[src/rtl/alu_sequencer_pkg.sv]
// Shared definitions for the ALU sequencer: FSM state encoding, instruction
// field positions and the ALU opcode map (SEL) it drives.
package alu_sequencer_pkg;

  typedef enum logic [2:0] {
    S_IDLE   = 3'd0,
    S_FETCH  = 3'd1,
    S_DECODE = 3'd2,
    S_EXEC   = 3'd3,
    S_HALT   = 3'd4
  } state_t;

  // Instruction word: [7]=halt, [6:4]=ALU select, [3:0]=immediate
  localparam int HALT_BIT = 7;
  localparam int SEL_HI   = 6;
  localparam int SEL_LO   = 4;
  localparam int IMM_HI   = 3;
  localparam int IMM_LO   = 0;

  // ALU opcodes; 3'b111 has no name here but is still passed through
  localparam logic [2:0] SEL_AND  = 3'b000;
  localparam logic [2:0] SEL_OR   = 3'b001;
  localparam logic [2:0] SEL_ADD  = 3'b010;
  localparam logic [2:0] SEL_ANDN = 3'b011;
  localparam logic [2:0] SEL_ORN  = 3'b100;
  localparam logic [2:0] SEL_SUB  = 3'b101;
  localparam logic [2:0] SEL_SLT  = 3'b110;

endpackage

[src/rtl/alu_sequencer_pc_counter.sv]
// pc_counter: loadable, enabled, wrapping program counter.
// Ports:
//   clk, rst_n  - clock, synchronous active-low reset (q -> 0)
//   en          - low freezes q
//   ld, ld_val  - load q from ld_val (beats inc)
//   inc         - q <= q + 1, wrapping modulo 2^W
//   q           - current count
module pc_counter #(
  parameter int W = 12
) (
  input  logic         clk,
  input  logic         rst_n,
  input  logic         en,
  input  logic         ld,
  input  logic [W-1:0] ld_val,
  input  logic         inc,
  output logic [W-1:0] q
);

  always_ff @(posedge clk) begin
    if (!rst_n)      q <= '0;
    else if (en) begin
      if (ld)        q <= ld_val;
      else if (inc)  q <= q + W'(1);
    end
  end

endmodule

[src/rtl/alu_sequencer.sv]
// alu_sequencer: fetch/decode/exec controller and accumulator in front of the
// 4-bit combinational ALU. Each non-halt instruction takes FETCH, DECODE,
// EXEC (3 cycles); the ALU result is written back to acc in EXEC.
// Ports:
//   clk, rst_n       - clock, synchronous active-low reset
//   en               - global enable, low freezes all state
//   start            - level; run from IDLE or resume from HALT
//   load, load_addr  - load pc in IDLE/HALT (beats start)
//   rom_addr         - ROM address (= pc); rom_data valid one cycle later
//   alu_a/b/sel      - ALU operands/opcode: acc, ir immediate, ir select
//   alu_out          - ALU result
//   acc, zero        - accumulator and its registered zero flag
//   busy, done       - in FETCH/DECODE/EXEC, in HALT
module alu_sequencer
  import alu_sequencer_pkg::*;
#(
  parameter int PC_W   = 12,
  parameter int DATA_W = 4
) (
  input  logic              clk,
  input  logic              rst_n,
  input  logic              en,
  input  logic              start,
  input  logic              load,
  input  logic [PC_W-1:0]   load_addr,
  output logic [PC_W-1:0]   rom_addr,
  input  logic [7:0]        rom_data,
  output logic [DATA_W-1:0] alu_a,
  output logic [DATA_W-1:0] alu_b,
  output logic [2:0]        alu_sel,
  input  logic [DATA_W-1:0] alu_out,
  output logic [DATA_W-1:0] acc,
  output logic              zero,
  output logic              busy,
  output logic              done
);

  state_t state, state_nxt;
  // The halt bit is acted on at decode and never needed again, so ir
  // keeps only the select and immediate fields.
  logic [SEL_HI:0] ir;
  logic pc_ld, pc_inc, ir_we, acc_we;

  pc_counter #(.W(PC_W)) u_pc (
    .clk    (clk),
    .rst_n  (rst_n),
    .en     (en),
    .ld     (pc_ld),
    .ld_val (load_addr),
    .inc    (pc_inc),
    .q      (rom_addr)
  );

  always_ff @(posedge clk) begin
    if (!rst_n) begin
      state <= S_IDLE;
      ir    <= '0;
      acc   <= '0;
      zero  <= 1'b1;
    end else if (en) begin
      state <= state_nxt;
      if (ir_we)  ir <= rom_data[SEL_HI:0];
      if (acc_we) begin
        acc  <= alu_out;
        zero <= (alu_out == '0);
      end
    end
  end

  always_comb begin
    state_nxt = state;
    pc_ld     = 1'b0;
    pc_inc    = 1'b0;
    ir_we     = 1'b0;
    acc_we    = 1'b0;
    case (state)
      S_IDLE, S_HALT: begin
        if (load)       pc_ld     = 1'b1;
        else if (start) state_nxt = S_FETCH;
      end
      S_FETCH: state_nxt = S_DECODE;
      S_DECODE: begin
        ir_we = 1'b1;
        if (rom_data[HALT_BIT]) begin
          // skip past the halt word so a later start resumes after it
          pc_inc    = 1'b1;
          state_nxt = S_HALT;
        end else begin
          state_nxt = S_EXEC;
        end
      end
      S_EXEC: begin
        acc_we    = 1'b1;
        pc_inc    = 1'b1;
        state_nxt = S_FETCH;
      end
      default: state_nxt = S_IDLE;
    endcase
  end

  assign alu_a   = acc;
  assign alu_b   = ir[IMM_HI:IMM_LO];
  assign alu_sel = ir[SEL_HI:SEL_LO];
  assign busy    = (state == S_FETCH) || (state == S_DECODE) || (state == S_EXEC);
  assign done    = (state == S_HALT);

endmodule

[config.mk]
export PLATFORM = sky130hd
export DESIGN_NAME = alu_sequencer
export DESIGN_NICKNAME = d
export VERILOG_FILES = /design/src/rtl/alu_sequencer_pkg.sv /design/src/rtl/alu_sequencer_pc_counter.sv /design/src/rtl/alu_sequencer.sv
export SDC_FILE = /design/constraint.sdc
export NUM_CORES = 1
export LEC_CHECK = 0
export CORE_UTILIZATION = 44
export DETAILED_ROUTE_END_ITERATION = 10
export PLACE_DENSITY = 0.87
export SLEW_MARGIN = 20
export SYNTH_ARGS = -nofsm -noshare
export SYNTH_HDL_FRONTEND = slang
export SYNTH_SLANG_ARGS = --single-unit
[constraint.sdc]
create_clock -name clk -period 2.2 [get_ports clk]
set_clock_uncertainty 0.15 [all_clocks]
set_input_delay 0.44 -clock clk [delete_from_list [all_inputs] [get_ports clk]]
set_output_delay 0.44 -clock clk [all_outputs]
set_load 0.01 [all_outputs]
==> results of run 1 <==
[state kept, by name (all words and copies together), names as in the netlist]
name,cells
state,3
u_pc.q,12
ir,7
zero,1
acc,4
[cell type report]
type | instances | area, um^2
clock buffers | 4 | 26.3
inverters | 4 | 15.0
fillers | 300 | 1130
flip-flops and latches | 27 | 544
multi-input cells | 132 | 877
well taps | 46 | 57.6
repair buffers | 72 | 688
[cells in the mapped netlist, types with 3 or more instances]
cell / count
dfxtp_1: 27
buf_2: 4
a31oi_1: 5
a211oi_2: 3
or4_1: 3
o22ai_1: 3
clkbuf_1: 4
buf_4: 6
nor3_1: 5
nor2_1: 16
o31ai_1: 3
a22oi_1: 3
nand2_1: 20
nand3_1: 8
mux2i_1: 9
inv_1: 3
o21ai_0: 5
a21oi_1: 7
nand4_1: 3
buf_6: 3
[worst max-delay path by stage]
stage                           start                      end  slack, ns  depth (start not counted)
3_3_place_gp                     load   u_pc.q[5]$_SDFFE_PN0P_      -0.06                          6
6_report        state[1]$_SDFFE_PN0P_                     busy       0.06                          3
4_1_cts         state[0]$_SDFFE_PN0P_                     done      0.003                          3
5_1_grt         state[1]$_SDFFE_PN0P_                     busy      0.006                          3
2_1_floorplan  u_pc.q[1]$_SDFFE_PN0P_  u_pc.q[10]$_SDFFE_PN0P_       0.46                          5
3_5_place_dp                     load   u_pc.q[5]$_SDFFE_PN0P_      -0.09                          6
[power by group]
group	internal (W)	total, W	switching (W)
Combinational	0.000128	0.000234	0.000106
Sequential	0.000502	0.000519	0.0000171
Clock	0.0000710	0.000214	0.000143
[critical path: cells and delay by family (launching register included)]
family	cells	cell delay [ns]
flops	1	0.50
simple gates	2	0.18
buf+inv	1	0.55
[kinds of logic after synthesis]
kind of cell             Yosys count  share of synthesized area (%)
AND/OR/NAND/NOR                   75                           26.7
AO/OA/AOI/OAI                     47                           23.1
flip-flops                        27                           35.2
buffers and inverters             21                           8.38
multiplexers                       9                           5.86
adder cells (fa/ha/maj)            1                          0.814
[stage by stage]
stage,hold WS [ns],util (%),setup TNS [ns]
CTS,0.334,66.0,0
finish,0.329,66.2,0
global route,0.365,66.2,0
detailed placement,0.315,65.1,-0.293
global placement,0.307,65.1,-0.130
floorplan,0.343,-,0
[per-layer routing]
layer	wire length, um	global-route usage, %	vias up	part of all wire, %
met5	0	0	-	0
li1	-	-	771	-
met4	36	4.87	0	0.89
met1	1850	28.7	721	46
met2	1960	34.5	52	48
met3	204	3.99	4	5.0
[timing repair]
action | 4_1_cts | 5_1_grt
setup endpoints to repair | 2 | 1
endpoints found under the hold margin | 0 | 0
gates resized for setup | 1 | 3
==> metrics.txt, run 1 <==
status complete, no violations; crit start category register; slowest CP cell clkdlybuf4s50_1; largest net degree at the start of global routing 21; Yosys Warn Count 0; Final HPWL DP ~3000 um; Seq cells post-synth 27; Cell Pwr Density 438 mW/mm^2; vias in the first global route 1317; f_max roughly 470 MHz; drt first pass iters 5; Tcrit/Tclk final a little under 100%; CTS Buf Count 3; Place WS -0.0881 ns; worst flop-to-flop path endpoint u_pc.q[4]$_SDFFE_PN0P_; register area share after synthesis 35.2%; crit-path max cell delay 0.55 ns; antenna violations before repair 0; DR WL/cell between 10 and 15 um; die area 0.00374 mm^2; antenna-violating nets left 0; max cap viols 0; Clock Path Buffers 2; final cell count without fillers 285; Period minus WS final 2.14 ns; worst path cell trace nor2_2 -> nor2_1 -> clkdlybuf4s50_1; Synth Area per Inst 8.54 um^2; DR vias/cell approximately 5.4; Slew HR 53.6%; dpl cells 281; hold_buf cts 0; Hold Crit Start acc[0]$_SDFFE_PN0P_; Crit Path Max Fanout 5; share of the synthesized area in the top cell type a little over a third; CTS Root Cell clkbuf_4; H-tree Lvls 1; reg2reg setup slack 0.25 ns; WS Path Type register to primary output; Crit. End Element primary output; Synth cell types 53; max-slew violations 0; commonest non-fill, non-tap cell in the layout clkdlybuf4s50_1; final critical-path setup slack around 0.062 ns; Worst-Skew Late Latency 0.32 ns; RSZ-0062 raised after global routing false; GPL Wtd Cong 0.901; Clock Sink Count 27; die width 61.1 um; clock slew at reported path FFs 0.14 ns; via count 1548; TritonCTS clock tree done; Arr. time, crit path 1.55 ns; most frequent cells in the layout clkdlybuf4s50_1, dfxtp_1, nand2_1; final net count between 200 and 300; drt first-iter violations approximately 110; final setup violation count 0; Critical Path RT 1.61 ns; Die Height 61.1 um; post-CTS setup buffers 0; post-route design area 0.00221 mm^2; syn nets 210; PortBufs 58; Hold Path Sink acc[0]$_SDFFE_PN0P_; area grow syn2layout 43.6%; first-pass GRT wire length between 5000 and 6000 um; Synth area leaders dfxtp_1, mux2i_1, nand2_1; Area after DPL 0.00217 mm^2; DRC errors left 0; row cnt 21; core region area 0.00334 mm^2; Hold Path Class register to register; final hold vios 0; P_leak 0.790 nW; Critical R2R Launch state[1]$_SDFFE_PN0P_; GRT Residual Overflow 0; worst r2r path cells 4; EDFF count, synth 0; FFs w/ async S/R, synth 0%; IO Pins 59; Max VDD drop approximately 380 uV; Worst Tran Pin Value slightly below 0.7 ns; Antenna Cells 0; leading area contributor after synthesis dfxtp_1; Cells after Synth 180; final WL 4050 um; total global routing track utilization 21.1%; hold path depth 2; Top FF cell, synth dfxtp_1; Syn Std Cell Area 0.00154 mm^2; fraction of final layout cells sized beyond drive strength 1 15.5%; Tot Pwr 0.000967 W; starting density of the core 46.1%
(Power assumes the default switching activity.)
==> run 2: changes to the inputs <==
Clock period 2.2 ns to 2.45 ns, I/O delays scaled along.
==> run 2 against run 1 <==
Worst hold slack improved by 0.0075 ns. Non-clock buffer count decreased by 8. Total power decreased by 12%. Clock power decreased by 11%. Critical path type unchanged. Critical endpoint unchanged.
==> metrics.txt, run 2 (synthesis results as in run 1) <==
status complete, no violations; WL met2 1880 um (-4.1%); die width 61.1 um (unchanged); WS Path Type register to primary output; commonest non-fill, non-tap cell in the layout clkdlybuf4s50_1; P_sw 0.000234 W (-12%); final hold slack 0.337 ns (+0.00753 ns); crit start category register; core region area 0.00334 mm^2 (unchanged); IO Pins 59 (unchanged); PortBufs 58 (unchanged); highest routed metal layer met4; Slew HR 54.5% (+0.93 points); DR WL/cell 13.9 um (-2.2%); TritonCTS clock tree done; Net Sw Frac 27.4% (-0.12 points); H-tree Lvls 1 (unchanged); total global routing track utilization 20.9% (-0.11 points); DRC errors left 0 (unchanged); die area 0.00374 mm^2 (unchanged); hold path depth 2 (unchanged); final setup violation count 0 (unchanged); biggest regs u_pc.q x12, ir x7, acc x4; Hold Crit Start acc[1]$_SDFFE_PN0P_; worst r2r path cells 5 (+1); first-pass GRT wire length 5950 um (+1.4%); worst flop-to-flop path endpoint u_pc.q[10]$_SDFFE_PN0P_; drt first-iter violations 69 (-34%); max cap viols 0 (unchanged); CTS Root Cell clkbuf_4; final WL 3850 um (-5.0%); drt first pass iters 4 (-1); Worst-Skew Late Latency 0.32 ns (about the same); row cnt 21 (unchanged); Worst Tran Pin Value 0.681 ns (-0.0139 ns); CTS Buf Count 3 (unchanged); most frequent cells in the layout clkdlybuf4s50_1, dfxtp_1, nand2_1; Die Height 61.1 um (unchanged); via count 1567 (+1.2%); Critical R2R Launch u_pc.q[0]$_SDFFE_PN0P_; TNS Setup 0 ns (unchanged); Hold Path Sink acc[1]$_SDFFE_PN0P_; most flop-heavy register u_pc.q; Arr. time, crit path 1.71 ns (+0.16 ns); area grow syn2layout 39.2%; antenna violations before repair 0 (unchanged); Crit. End Element primary output; slowest CP cell clkdlybuf4s50_1; clock share of power 22.3% (+0.2 points); antenna-violating nets left 0 (unchanged); Crit Path Max Fanout 10 (+5); post-route design area 0.00214 mm^2 (-3.1%); DR vias/cell 5.66 (+4.2%); clock slew at reported path FFs 0.14 ns (about the same); met3 WL 220 um (+7.8%); Largest register FFs 12 (unchanged); worst path cell trace nor2_1 -> nor2_1 -> clkdlybuf4s50_1; fraction of final layout cells sized beyond drive strength 1 12.1% (-3.4 points); Antenna Cells 0 (unchanged); final net count 262 (-3.0%); Area after DPL 0.00211 mm^2 (-2.8%); Critical Path RT 1.81 ns (+0.20 ns); Hold Path Class register to register; Tcrit/Tclk final just under 100%; reg2reg setup slack 0.48 ns (+0.23 ns); Clock Sink Count 27 (unchanged); Final HPWL DP 2820 um (-7.0%); RSZ-0062 raised after global routing false; vias in the first global route 1379 (+4.7%); Max VDD drop 388 uV (+1.8%); critical path's most frequent cell nor2_1; crit-path max cell delay 0.57 ns (+0.02 ns); internal power 0.000621 W (-11%); largest net degree at the start of global routing 21 (unchanged); GRT Residual Overflow 0 (unchanged); Clock Path Buffers 2 (unchanged); P_leak 0.731 nW (-7.5%); max-slew violations 0 (unchanged); WL met1 1690 um (-8.6%); Cell Pwr Density 399 mW/mm^2 (-8.8%); f_max 425 MHz; final hold vios 0 (unchanged); GPL Wtd Cong 0.849 (-5.7%); sequential share of power 55.1% (+1.4 points); Comb power frac 22.6% (-1.6 points); starting density of the core 46.1% (unchanged); Period minus WS final 2.35 ns
-- run 2: changes by cell type in the layout (fill, tap and decap cells not counted), sizes merged --
cell           change
buf                -8
dlymetal6s2s       -1
clkdlybuf4s50      +1
-- run 2: layout make-up --
type	instances	area (um^2)
clock buffer	4	26.3
fill	313	1200
inverter	4	15.0
multi-input combinational	132	875
sequential	27	542
tap	46	57.6
timing repair buffer	64	626
-- run 2: worst max-delay path by stage --
stage                           start  slack, ns                      end  cells after the start
4_1_cts         state[1]$_SDFFE_PN0P_       0.03                     busy                      3
3_3_place_gp                     load       0.11   u_pc.q[5]$_SDFFE_PN0P_                      6
3_5_place_dp                     load       0.04   u_pc.q[5]$_SDFFE_PN0P_                      6
2_1_floorplan  u_pc.q[1]$_SDFFE_PN0P_       0.71  u_pc.q[10]$_SDFFE_PN0P_                      5
5_1_grt         state[0]$_SDFFE_PN0P_      0.009                     busy                      3
6_report        state[0]$_SDFFE_PN0P_        0.1                     busy                      3
-- run 2: metrics by stage --
stage               utilization, %  total power [W]  cells  setup WS [ns]
CTS                           64.1         0.000863    277         0.0257
finish                        64.2         0.000855    277         0.0968
floorplan                        -         0.000584    180          0.715
detailed placement            63.3         0.000672    273         0.0359
global placement              63.3         0.000668    273          0.111
global route                  64.2         0.000895    277        0.00947
-- run 2: timing repair --
action | 4_1_cts | 5_1_grt
buffers inserted | 0 | 0
endpoints found under the setup margin | 0 | 1
hold buffers | 0 | 0
resized for setup | 0 | 1
-- run 2: per-layer routing --
metal,track usage [%],vias up
met4,7.79,0
li1,-,765
met1,27.7,734
met3,4.62,6
met2,33.4,62
met5,0,-
-- run 2: power groups by stage --
| stage | registers [W] | logic, W | clock network (W) |
|---|---|---|---|
| floorplan | 0.000479 | 0.000105 | 0 |
| global placement | 0.000480 | 0.000188 | 0 |
| detailed placement | 0.000480 | 0.000191 | 0 |
| CTS | 0.000471 | 0.000193 | 0.000199 |
| global route | 0.000474 | 0.000208 | 0.000213 |
| finish | 0.000471 | 0.000193 | 0.000191 |
-- run 2: worst max-delay path, delay by kind of cell (launching register included) --
family | cells | cell delay [ns]
buf+inv | 1 | 0.57
flops | 1 | 0.56
simple gates | 2 | 0.26
==> run 3: changes to the inputs <==
Settings changed: CTS_CLUSTER_SIZE set to 25.
==> results of run 3 <==
Final layout, timing and power as in run 2 (identical DEF).
